File: config.mk
export PLATFORM = sky130hd
export DESIGN_NAME = uart_setpoint_rx
export DESIGN_NICKNAME = d
export VERILOG_FILES = /design/src/rtl/uart_setpoint_rx.sv
export SDC_FILE = /design/constraint.sdc
export NUM_CORES = 1
export LEC_CHECK = 0
export BUFFER_PORTS_ARGS = -buffer_cell sky130_fd_sc_hd__buf_2
export CAP_MARGIN = 10
export CORE_ASPECT_RATIO = 1.1
export CORE_MARGIN = 2
export CORE_UTILIZATION = 50
export DETAILED_ROUTE_END_ITERATION = 16
export PLACE_DENSITY = 0.65
export SLEW_MARGIN = 5
export SYNTH_ARGS = -nofsm -noshare
export SYNTH_HDL_FRONTEND = slang
export SYNTH_SLANG_ARGS = --single-unit
export TNS_END_PERCENT = 20
File: constraint.sdc
create_clock -name clk -period 4.4 [get_ports clk]
set_input_delay 0.44 -clock clk [delete_from_list [all_inputs] [get_ports clk]]
set_output_delay 0.44 -clock clk [all_outputs]
set_load 0.01 [all_outputs]
File: src/rtl/uart_setpoint_rx.sv
// Purpose: 8N1 UART receiver that decodes A5/XL/XH/YL/YH/CK packets into X/Y setpoints.
// Latency: 2-clk input sync; set_x/set_y/set_valid update the clk after the CK stop-bit sample.
// Backpressure: none; the serial line cannot be stalled, so all status outputs are 1-clk pulses.
module uart_setpoint_rx #(
    parameter int          CLKS_PER_BIT = 434,
    parameter int          TIMEOUT_BITS = 20,
    parameter logic [15:0] SET_X_INIT   = 16'd0,
    parameter logic [15:0] SET_Y_INIT   = 16'd0
) (
    input  logic        clk,
    input  logic        reset_n,
    input  logic        rx_in,
    output logic [15:0] set_x,
    output logic [15:0] set_y,
    output logic        set_valid,
    output logic        frame_err,
    output logic        csum_err
);

    localparam int BT_W   = $clog2(CLKS_PER_BIT);
    localparam int TO_MAX = TIMEOUT_BITS * CLKS_PER_BIT;
    localparam int TO_W   = $clog2(TO_MAX + 1);
    localparam logic [BT_W-1:0] BT_HALF = BT_W'(CLKS_PER_BIT / 2 - 1);
    localparam logic [BT_W-1:0] BT_LAST = BT_W'(CLKS_PER_BIT - 1);
    localparam logic [TO_W-1:0] TO_LAST = TO_W'(TO_MAX - 1);

    typedef enum logic [1:0] {B_IDLE, B_START, B_DATA, B_STOP} bstate_t;
    typedef enum logic [2:0] {P_SYNC, P_XL, P_XH, P_YL, P_YH, P_CK} pstate_t;

    logic            r_rx_meta, r_rx_s;
    bstate_t         r_bstate, w_bstate_nxt;
    logic [BT_W-1:0] r_btmr, w_btmr_nxt;
    logic [2:0]      r_bidx, w_bidx_nxt;
    logic [7:0]      r_bshift, w_bshift_nxt;
    logic            w_byte_rdy, w_frame_err;

    pstate_t         r_pstate, w_pstate_nxt;
    logic [TO_W-1:0] r_to_cnt, w_to_nxt;
    logic            w_timeout, w_load, w_csum_bad;
    logic [7:0]      r_xl, r_xh, r_yl, r_yh;
    logic [15:0]     r_set_x, r_set_y;
    logic            r_set_valid, r_frame_err, r_csum_err;

    assign set_x     = r_set_x;
    assign set_y     = r_set_y;
    assign set_valid = r_set_valid;
    assign frame_err = r_frame_err;
    assign csum_err  = r_csum_err;

    // Two-flop synchronizer; presets to idle-high so reset never looks like a start bit.
    always_ff @(posedge clk or negedge reset_n) begin
        if (!reset_n) begin
            r_rx_meta <= 1'b1;
            r_rx_s    <= 1'b1;
        end else begin
            r_rx_meta <= rx_in;
            r_rx_s    <= r_rx_meta;
        end
    end

    // Byte FSM state, bit timer, bit index and data register.
    always_ff @(posedge clk or negedge reset_n) begin
        if (!reset_n) begin
            r_bstate <= B_IDLE;
            r_btmr   <= '0;
            r_bidx   <= '0;
            r_bshift <= '0;
        end else begin
            r_bstate <= w_bstate_nxt;
            r_btmr   <= w_btmr_nxt;
            r_bidx   <= w_bidx_nxt;
            r_bshift <= w_bshift_nxt;
        end
    end

    // Byte FSM next state: start-bit qualification at mid-bit, then one sample per bit period.
    always_comb begin
        w_bstate_nxt = r_bstate;
        w_btmr_nxt   = r_btmr + 1'b1;
        w_bidx_nxt   = r_bidx;
        w_bshift_nxt = r_bshift;
        w_byte_rdy   = 1'b0;
        w_frame_err  = 1'b0;
        case (r_bstate)
            B_IDLE: begin
                w_btmr_nxt = '0;
                if (!r_rx_s) w_bstate_nxt = B_START;
            end
            B_START: begin
                if (r_btmr == BT_HALF) begin
                    w_btmr_nxt   = '0;
                    w_bidx_nxt   = '0;
                    w_bstate_nxt = r_rx_s ? B_IDLE : B_DATA;
                end
            end
            B_DATA: begin
                if (r_btmr == BT_LAST) begin
                    w_btmr_nxt           = '0;
                    w_bshift_nxt[r_bidx] = r_rx_s;
                    if (r_bidx == 3'd7) w_bstate_nxt = B_STOP;
                    else                w_bidx_nxt   = r_bidx + 3'd1;
                end
            end
            B_STOP: begin
                // Re-arm at mid stop bit so back-to-back bytes are never missed.
                if (r_btmr == BT_LAST) begin
                    w_btmr_nxt   = '0;
                    w_bstate_nxt = B_IDLE;
                    if (r_rx_s) w_byte_rdy  = 1'b1;
                    else        w_frame_err = 1'b1;
                end
            end
            default: w_bstate_nxt = B_IDLE;
        endcase
    end

    // Packet FSM state and inter-byte timeout counter.
    always_ff @(posedge clk or negedge reset_n) begin
        if (!reset_n) begin
            r_pstate <= P_SYNC;
            r_to_cnt <= '0;
        end else begin
            r_pstate <= w_pstate_nxt;
            r_to_cnt <= w_to_nxt;
        end
    end

    // Packet FSM next state: framing errors and timeouts both abandon the packet silently.
    always_comb begin
        w_pstate_nxt = r_pstate;
        w_to_nxt     = r_to_cnt;
        w_load       = 1'b0;
        w_csum_bad   = 1'b0;
        w_timeout    = (r_pstate != P_SYNC) && (r_bstate == B_IDLE) && (r_to_cnt == TO_LAST);
        if (r_pstate == P_SYNC || w_byte_rdy) w_to_nxt = '0;
        else if (r_bstate == B_IDLE)          w_to_nxt = r_to_cnt + 1'b1;
        if (w_frame_err) begin
            w_pstate_nxt = P_SYNC;
        end else if (w_timeout) begin
            w_pstate_nxt = P_SYNC;
            w_to_nxt     = '0;
        end else if (w_byte_rdy) begin
            case (r_pstate)
                P_SYNC: if (r_bshift == 8'hA5) w_pstate_nxt = P_XL;
                P_XL:   w_pstate_nxt = P_XH;
                P_XH:   w_pstate_nxt = P_YL;
                P_YL:   w_pstate_nxt = P_YH;
                P_YH:   w_pstate_nxt = P_CK;
                P_CK: begin
                    if (r_bshift == (r_xl ^ r_xh ^ r_yl ^ r_yh)) w_load     = 1'b1;
                    else                                         w_csum_bad = 1'b1;
                    w_pstate_nxt = P_SYNC;
                end
                default: w_pstate_nxt = P_SYNC;
            endcase
        end
    end

    // Shadow capture of payload bytes; setpoints load atomically only on a checksum match.
    always_ff @(posedge clk or negedge reset_n) begin
        if (!reset_n) begin
            r_xl        <= '0;
            r_xh        <= '0;
            r_yl        <= '0;
            r_yh        <= '0;
            r_set_x     <= SET_X_INIT;
            r_set_y     <= SET_Y_INIT;
            r_set_valid <= 1'b0;
            r_frame_err <= 1'b0;
            r_csum_err  <= 1'b0;
        end else begin
            if (w_byte_rdy && !w_timeout) begin
                case (r_pstate)
                    P_XL:    r_xl <= r_bshift;
                    P_XH:    r_xh <= r_bshift;
                    P_YL:    r_yl <= r_bshift;
                    P_YH:    r_yh <= r_bshift;
                    default: ;
                endcase
            end
            if (w_load) begin
                r_set_x <= {r_xh, r_xl};
                r_set_y <= {r_yh, r_yl};
            end
            r_set_valid <= w_load;
            r_frame_err <= w_frame_err;
            r_csum_err  <= w_csum_bad;
        end
    end

endmodule

==> flow_metrics.py, run 1 <==
metrics = {
    "timing": {
        "rsz0062_at_grt": "false",
        "fmax_mhz": 321,
        "finalHoldViolCount": 0,
        "clock_skew_ns": 0.0100,
        "slew_viol_final": 0,
        "worstMarginPinSlew_ns": 0.969,
        "setup_viol": 0,
        "min_period_over_period_pct": 70.8,
        "tns_ns": 0,
        "max_slew_margin_pct": 35.1,
        "timing.final.crit_period_ns": 3.11,
    },
    "setup_path": {
        "crit_arrival_ns": 3.37,
        "crit_required_ns": 4.66,
        "path_max_fanout": 24,
        "critPathKind": "flip-flop to flip-flop",
        "crit_path_start_kind": "flip-flop",
        "critPathCaptureType": "flip-flop",
    },
    "logic_synthesis": {
        "syn-num-nets": 390,
        "yosys_warnings": 0,
        "synth.top_cell.area_share_pct": 54.2,
        "synthCells": 381,
        "synth-edff-count": 0,
        "ys_seq_area_share_pct": 55.3,
        "synth_seq_cells": 108,
        "avgSynthCellArea_sq_um": 12.8,
        "yosys.area.top_type": "dfrtp_1",
        "ys.flop_type": "dfrtp_1",
        "yosys-top-cells-area": "dfrtp_1 (54%), mux2_2 (17%), xnor3_1 (3.7%)",
        "ys_types": 44,
        "synth_area_sq_um": 4890,
        "async_flop_share_pct": 100,
    },
    "placement": {
        "portBuffers": 37,
        "place_hpwl_um": 5680,
        "place.gp.congestion": 0.785,
    },
    "power_and_ir_drop": {
        "power.leakage_uw": 0.00266,
        "p_total_uw": 1560,
        "vdd_drop_max_mv": 0.158,
        "power_density_nw_per_um2": 291,
    },
    "die": {
        "start_util_pct": 51.8,
        "die_h_um": 108,
        "num_rows": 37,
        "die_x_um": 98.3,
        "die_area_sq_um": 10600,
        "io-pin-count": 38,
        "core_region_area_sq_um": 9440,
    },
    "routing": {
        "vias": 2896,
        "drc": 0,
        "dr.pass1.iters": 4,
        "drtIter0Drc": 66,
        "finalWirelength_um": 8350,
        "viasPerCell": 5.35,
        "wl_per_cell_um": 15.4,
        "ant_nets": 0,
    },
    "global_routing": {
        "grt_overflow": 0,
        "antenna_found_initial": 0,
        "grt_max_degree": 72,
        "grt_pass1_vias": 2975,
        "groute.usage.overall_pct": 17.2,
        "grt_pass1_wl_um": 14600,
    },
    "cts": {
        "numCtsBuffers": 9,
        "cts_root_buf": "clkbuf_8",
        "post_cts_resized": 0,
        "cts_tree": "done",
        "cts.sinks": 108,
        "clk_pin_slew_ns": 0.10,
        "clock_latency_ns": 0.37,
        "holdBufCountCts": 0,
        "h-tree-depth": 3,
        "cts_max_path_buffers": 2,
        "post-cts-setup-buffer-count": 0,
    },
    "layout": {
        "syn_to_final_growth_pct": 9.75,
        "antenna_cells": 0,
        "drive_gt1_share_pct": 31.4,
        "final_nets": 428,
        "layout_common_cells": "dfrtp_1 (106), mux2_2 (73), buf_2 (36)",
        "fin_util_pct": 56.8,
        "num-fill-cells": 841,
        "layout.cells.most_common": "dfrtp_1",
    },
    "run": {
        "drv_cap": 0,
    },
    "hold_path": {
        "hp-class": "input port to flip-flop",
    },
    "run_status": {
        "status": "finished, final reports clean",
    },
}
[worst max-delay path, cell delays in order, from the launching register on]
cell	delay [ns]
dfrtp_1	0.46
or4b_4	0.60
nor4_1	0.62
and3_1	0.26
nand3_1	0.33
buf_4	0.39
mux2_1	0.34
[sequential cells by signal, indices dropped and copies added (netlist names), named ones only]
register	count
csum_err	1
r_pstate	3
frame_err	1
r_bshift	8
r_yl	8
set_y	16
set_x	16
r_xl	8
set_valid	1
r_rx_s	1
r_xh	8
r_yh	8
r_bidx	3
r_rx_meta	1
r_btmr	9
r_to_cnt	14
r_bstate	1
[per-layer routing]
| metal | GRT usage [%] | up-vias | wire, um |
|---|---|---|---|
| met4 | 6.26 | 0 | 125 |
| met3 | 3.70 | 9 | 213 |
| met2 | 27.4 | 39 | 4040 |
| li1 | - | 1404 | - |
| met5 | 0 | - | 0 |
| met1 | 23.4 | 1444 | 3980 |
[report_power, final]
group | total (uW) | switching (uW) | leakage, uW | internal [uW]
Clock | 547 | 338 | 0.0000896 | 209
Sequential | 995 | 1.92 | 0.00149 | 993
Combinational | 20.6 | 18.8 | 0.00109 | 1.76
Total | 1560 | 359 | 0.00266 | 1200
[metrics by stage]
| stage | cell area, sq um | cells | worst slack [ns] | hold WS [ns] |
|---|---|---|---|---|
| floorplan | 4890 | 381 | 1.78 | 0.144 |
| global placement | 5190 | 525 | 1.40 | 0.346 |
| detailed placement | 5190 | 525 | 1.32 | 0.349 |
| CTS | 5370 | 541 | 1.31 | 0.144 |
| global route | 5370 | 541 | 1.17 | 0.148 |
| finish | 5370 | 541 | 1.29 | 0.159 |
[Yosys cell counts (3+ instances only)]
cell type,count
nand3_1,16
xnor3_1,8
xor2_1,19
inv_1,9
clkbuf_1,8
nor2_1,34
ha_1,6
o21ai_0,3
nor4_1,4
buf_2,3
nor3_1,8
nand4_1,5
and3_1,5
dfrtp_1,106
nand2b_1,3
xnor2_1,17
nand2_1,17
mux2_2,73
[path summary, 6_finish.rpt]
check / from / endpoint / slack [ns] / cells after the start
max: r_btmr[2] / set_x[1] / 1.29 / 6
min: rx_in / r_rx_meta / 0.16 / 1
min reg2reg: r_rx_meta / r_rx_s / 0.36 / 0
max reg2reg: r_btmr[2] / set_x[1] / 1.29 / 6
min in group asynchronous: reset_n / r_yh[4] / 0.17 / 1
max in group asynchronous: reset_n / r_btmr[5] / 3.22 / 2
[cell type report]
type / instances / area (sq um) / area share, %
clock buffer: 9 / 124 / 2.31
clock inverter: 7 / 52.6 / 0.979
inverter: 9 / 33.8 / 0.630
multi-input combinational: 252 / 2100 / 39.2
sequential: 108 / 2710 / 50.4
tap: 117 / 146 / 2.73
timing repair buffer: 39 / 203 / 3.78
[cell families (layout without fill, tap and decap cells)]
family,count (synthesis),count (layout),synth area share [%]
and+or+nand+nor,112,112,12.0
DFF,108,108,55.3
muxes,75,75,17.3
xor gates and xnor gates,44,44,10.1
buffers and inverters,21,64,1.69
AOI/OAI and AO/OA,15,15,2.07
adders and majority gates,6,6,1.54
(Power assumes the default switching activity.)
==> run 2: changes to the inputs <==
- PLACE_DENSITY: 0.65 -> 0.68
- clock period: 4.4 -> 2.5 ns (I/O delays scaled with it)
==> run 2 against run 1 <==
Power rose by 92%. Critical path depth did not move. Flip-flop and latch count did not move. Critical path type unchanged. Setup slack got worse by 1.2 ns. Worst hold slack improved by 0.20 ns. Count of clock-buffer cells in the layout rose by 4. First-iteration DRC count rose by 80%. Routed wire length rose by 4.3%. Final cell count rose by 5.2%. Largest cell class unchanged. Sequential power rose by 76%. Via count rose by 4.2%.
==> flow_metrics.py, run 2 (same netlist as run 1, synthesis figures left out) <==
metrics = {
    "run_status": {
        "status": "finished, final reports clean",
    },
    "routing": {
        "ant_nets": 0,
        "viasPerCell": 5.30,
        "drtIter0Drc": 119,
        "vias": 3017,
        "wl_per_cell_um": 15.3,
        "dr.pass1.iters": 4,
        "finalWirelength_um": 8710,
        "drc": 0,
    },
    "global_routing": {
        "grt_pass1_vias": 3117,
        "antenna_found_initial": 0,
        "grt_overflow": 0,
        "grt_pass1_wl_um": 15300,
        "grt_max_degree": 72,
        "groute.usage.overall_pct": 18.3,
    },
    "timing": {
        "fmax_mhz": 421,
        "setup_viol": 0,
        "worstMarginPinSlew_ns": 0.574,
        "finalHoldViolCount": 0,
        "timing.final.crit_period_ns": 2.37,
        "clock_skew_ns": 0.0123,
        "setup_ws_ns": 0.126,
        "whs_ns": 0.361,
        "rsz0062_at_grt": "false",
        "min_period_over_period_pct": 95.0,
        "max_slew_margin_pct": 61.4,
        "slew_viol_final": 0,
    },
    "layout": {
        "layout.cells.most_common": "dfrtp_1",
        "register_area_sq_um": 2710,
        "final_cells": 569,
        "drive_gt1_share_pct": 35.0,
        "finalInstanceArea_sq_um": 5690,
        "final_nets": 456,
        "multi_input_area_sq_um": 2100,
        "antenna_cells": 0,
        "syn_to_final_growth_pct": 16.4,
        "num-fill-cells": 752,
        "layout_common_cells": "dfrtp_1 (106), mux2_2 (73), buf_2 (36)",
    },
    "setup_path": {
        "critPathCaptureType": "flip-flop",
        "crit_path_start_kind": "flip-flop",
        "path_max_fanout": 25,
        "crit_required_ns": 2.76,
        "critPathKind": "flip-flop to flip-flop",
        "rrSetupSlack_ns": 0.13,
        "crit_arrival_ns": 2.64,
    },
    "cts": {
        "holdBufCountCts": 2,
        "post-cts-setup-buffer-count": 0,
        "post_cts_resized": 0,
        "cts_max_path_buffers": 2,
        "cts_root_buf": "clkbuf_8",
        "h-tree-depth": 3,
        "clock_latency_ns": 0.38,
        "numCtsBuffers": 9,
        "cts.sinks": 108,
        "cts_tree": "done",
        "clk_pin_slew_ns": 0.10,
    },
    "power_and_ir_drop": {
        "power_frac_clock_pct": 40.3,
        "power.leakage_uw": 0.00285,
        "vdd_drop_max_mv": 0.262,
        "swShare_pct": 20.1,
        "power.switching_uw": 605,
        "p_comb_share_pct": 1.5,
        "seq_power_share_pct": 58.1,
        "power_density_nw_per_um2": 529,
        "intPower_uw": 2400,
    },
    "die": {
        "num_rows": 37,
        "start_util_pct": 51.8,
        "die_x_um": 98.3,
        "die_h_um": 108,
        "die_area_sq_um": 10600,
        "core_region_area_sq_um": 9440,
        "io-pin-count": 38,
    },
    "placement": {
        "placed_area_sq_um": 5440,
        "dp_slack_ns": 0.134,
        "place_hpwl_um": 6190,
        "dp.cells": 551,
        "place.gp.congestion": 0.802,
        "portBuffers": 37,
    },
    "run": {
        "drv_cap": 0,
    },
    "hold_path": {
        "hp-class": "flip-flop to flip-flop",
    },
}
[run 2: cell types whose count changed in the layout (fill, tap and decap cells not counted), moves of 2 or more]
cell / delta
buf_12: +4
buf_4: +22
clkinv_4: -3
bufinv_16: +2
dlygate4sd3_1: +2
clkbuf_8: +3
clkinv_2: -2
[run 2: layout make-up]
cell class                 instances  share of cell area (%)
clock buffer                      13                    2.97
clock inverter                     3                    1.19
inverter                           9                   0.594
multi-input combinational        252                    36.9
sequential                       108                    47.5
tap                              117                    2.57
timing repair buffer              67                    8.22
[run 2: per-stage QoR]
stage	utilization, %	TNS [ns]	total power (uW)
6_report	60.3	0	3010
3_5_place_dp	57.6	0	1830
5_1_grt	60.3	0	3120
3_3_place_gp	57.6	0	1830
4_1_cts	60.3	0	3050
2_1_floorplan	-	-0.566	1790
[run 2: metal layers]
layer / vias to the layer above / track usage, % / share of wire [%]
li1: 1459 / - / -
met3: 12 / 2.92 / 2.9
met5: - / 0 / 0
met4: 0 / 8.71 / 2.1
met1: 1505 / 23.6 / 46
met2: 41 / 30.5 / 49
[run 2: worst paths after layout]
kind | from | to | cells after the start
worst min register to register | r_rx_meta | r_rx_s | 0
worst min-delay path | r_rx_meta | r_rx_s | 0
min in group asynchronous | reset_n | csum_err | 2
worst max register to register | r_xh[6] | set_x[0] | 6
worst max-delay path | r_xh[6] | set_x[0] | 6
max in group asynchronous | reset_n | r_rx_meta | 3
[run 2: worst max-delay path, stage by stage, from the launching register on]
cell	delay, ns
dfrtp_1	0.42
xnor3_1	0.36
xnor2_1	0.14
nor4_1	0.54
nand3_1	0.25
buf_12	0.24
mux2_1	0.31
[run 2: power by group through the flow]
stage               clock (uW)  combinational [uW]  sequential, uW
detailed placement           0                46.4            1780
global route              1320                54.0            1750
global placement             0                45.2            1780
finish                    1210                45.6            1750
floorplan                    0                2.96            1780
CTS                       1250                48.7            1750
==> run 3: changes to the inputs <==
--- a/config.mk
+++ b/config.mk
@@ -13,3 +13,3 @@
 export DETAILED_ROUTE_END_ITERATION = 16
-export PLACE_DENSITY = 0.68
+export PLACE_DENSITY = 0.7
 export SLEW_MARGIN = 5
==> constraint.sdc (replaced) <==
create_clock -name clk -period 2.5 [get_ports clk]
set_input_delay 0.375 -clock clk [delete_from_list [all_inputs] [get_ports clk]]
set_output_delay 0.375 -clock clk [all_outputs]
set_load 0.01 [all_outputs]
==> run 3 against run 2 <==
The flow now finishes with violations (negative hold slack). Fmax increased by 0.14%. First-iteration DRC count is 38% lower. Die area is the same. Count of clock-buffer cells in the layout shrank 2. Global-route usage decreased by 0.12 points. Routed wire length up 1.4%.
==> flow_metrics.py, run 3 (same netlist as run 1, synthesis figures left out) <==
metrics = {
    "setup_path": {
        "crit_path_start_kind": "flip-flop",
        "critPathCaptureType": "flip-flop",
        "crit_path_cell_trace": "or4b_4, or3_1, or2_1, nor3_4, buf_12, mux2_2",
        "rrSetupSlack_ns": 0.13,
        "crit_required_ns": 2.76,
        "max_stage_delay_ns": 0.56,
        "worstRegToRegCells": 6,
        "reg2reg_to": "r_yh[4]",
        "cp-startpoint": "r_btmr[2]",
        "path_max_fanout": 8,
        "critPathKind": "flip-flop to flip-flop",
        "endpoint": "r_yh[4]",
        "cpMaxStageDelayCell": "or4b_4",
        "worstReg2RegStart": "r_btmr[2]",
        "crit_arrival_ns": 2.63,
    },
    "global_routing": {
        "groute.usage.overall_pct": 18.2,
        "grt_pass1_vias": 3106,
        "grt_overflow": 0,
        "antenna_found_initial": 0,
        "grt_max_degree": 46,
        "grt_pass1_wl_um": 15300,
    },
    "power_and_ir_drop": {
        "swShare_pct": 21.1,
        "vdd_drop_max_mv": 0.277,
        "p_total_uw": 2980,
        "power.switching_uw": 629,
        "power_density_nw_per_um2": 526,
        "seq_power_share_pct": 58.8,
        "p_comb_share_pct": 1.4,
        "power_frac_clock_pct": 39.8,
        "power.leakage_uw": 0.00283,
        "intPower_uw": 2350,
    },
    "placement": {
        "place_hpwl_um": 6400,
        "placed_area_sq_um": 5430,
        "place.gp.congestion": 0.842,
        "portBuffers": 37,
        "dp_slack_ns": 0.0845,
    },
    "cts": {
        "cts_tree": "done",
        "numCtsBuffers": 9,
        "clock_latency_ns": 0.37,
        "cts_root_buf": "clkbuf_8",
        "cts_max_path_buffers": 2,
        "cts.sinks": 108,
        "post-cts-setup-buffer-count": 0,
        "clk_pin_slew_ns": 0.10,
        "h-tree-depth": 3,
        "holdBufCountCts": 0,
    },
    "layout": {
        "antenna_cells": 0,
        "drive_gt1_share_pct": 35.2,
        "final_nets": 453,
        "layout.cells.most_common": "dfrtp_1",
        "finalInstanceArea_sq_um": 5660,
        "layout_common_cells": "dfrtp_1 (106), mux2_2 (73), buf_2 (36)",
        "syn_to_final_growth_pct": 15.7,
    },
    "timing": {
        "slew_viol_final": 0,
        "worstMarginPinSlew_ns": 0.583,
        "whs_ns": -0.00794,
        "min_period_over_period_pct": 94.8,
        "clock_skew_ns": 0.0105,
        "setup_ws_ns": 0.129,
        "setup_viol": 0,
        "rsz0062_at_grt": "false",
        "timing.final.crit_period_ns": 2.37,
        "max_slew_margin_pct": 61.2,
        "fmax_mhz": 422,
        "finalHoldViolCount": 16,
    },
    "routing": {
        "drtIter0Drc": 74,
        "ant_nets": 0,
        "wl_per_cell_um": 15.6,
        "viasPerCell": 5.39,
        "drc": 0,
        "vias": 3048,
        "finalWirelength_um": 8840,
        "dr.pass1.iters": 4,
    },
    "die": {
        "core_region_area_sq_um": 9440,
        "start_util_pct": 51.8,
        "die_h_um": 108,
        "die_x_um": 98.3,
        "io-pin-count": 38,
        "die_area_sq_um": 10600,
        "num_rows": 37,
    },
    "run": {
        "drv_cap": 0,
    },
    "run_status": {
        "status": "finished with violations",
        "failed_checks": "negative hold slack",
    },
    "hold_path": {
        "hp-class": "input port to async pin",
    },
}
run 3: stage by stage:
step,setup TNS (ns),cells,util [%]
after floorplan,-0.566,381,-
after global routing,0,566,59.9
final,0,566,59.9
after global placement,0,550,57.5
after detailed placement,0,550,57.5
after CTS,0,566,59.9
run 3: worst min path at each step:
stage	slack (ns)	from	to
2_1_floorplan	0.08	reset_n	async pin
4_1_cts	0.004	reset_n	set_x[8]
6_report	-0.008	reset_n	r_xh[0]
3_3_place_gp	0.35	r_rx_meta	r_rx_s
5_1_grt	0.03	reset_n	set_x[6]
3_5_place_dp	0.35	r_rx_meta	r_rx_s
run 3: cell type report:
type | count | area [sq um]
Fill cell | 783 | 3780
Sequential cell | 108 | 2710
Multi-Input combinational cell | 252 | 2110
Timing Repair Buffer | 64 | 440
Tap cell | 117 | 146
Clock buffer | 11 | 141
Clock inverter | 5 | 83.8
Inverter | 9 | 33.8
run 3: timing repair:
action                     in CTS  in global routing
gates resized for setup         0                  1
hold endpoints to repair        0                  0
setup endpoints to repair       0                 32
run 3: power groups by stage:
stage	Combinational [uW]	Sequential, uW	Clock, uW
2_1_floorplan	2.96	1780	0
3_3_place_gp	42.7	1790	0
3_5_place_dp	44.0	1790	0
4_1_cts	44.0	1750	1230
5_1_grt	49.9	1750	1290
6_report	40.8	1750	1190
run 3: critical path, delay by kind of cell, from the launching register on:
family,cells,cell delay [ns]
flops,1,0.40
buf+inv,1,0.15
simple gates,4,1.38
mux,1,0.33
run 3: layer usage:
metal / up-vias / track usage [%] / part of all wire [%]
met5: - / 0 / 0
met4: 0 / 8.32 / 2.1
met3: 15 / 3.51 / 2.9
met2: 44 / 30.4 / 50
met1: 1538 / 23.1 / 45
li1: 1451 / - / -
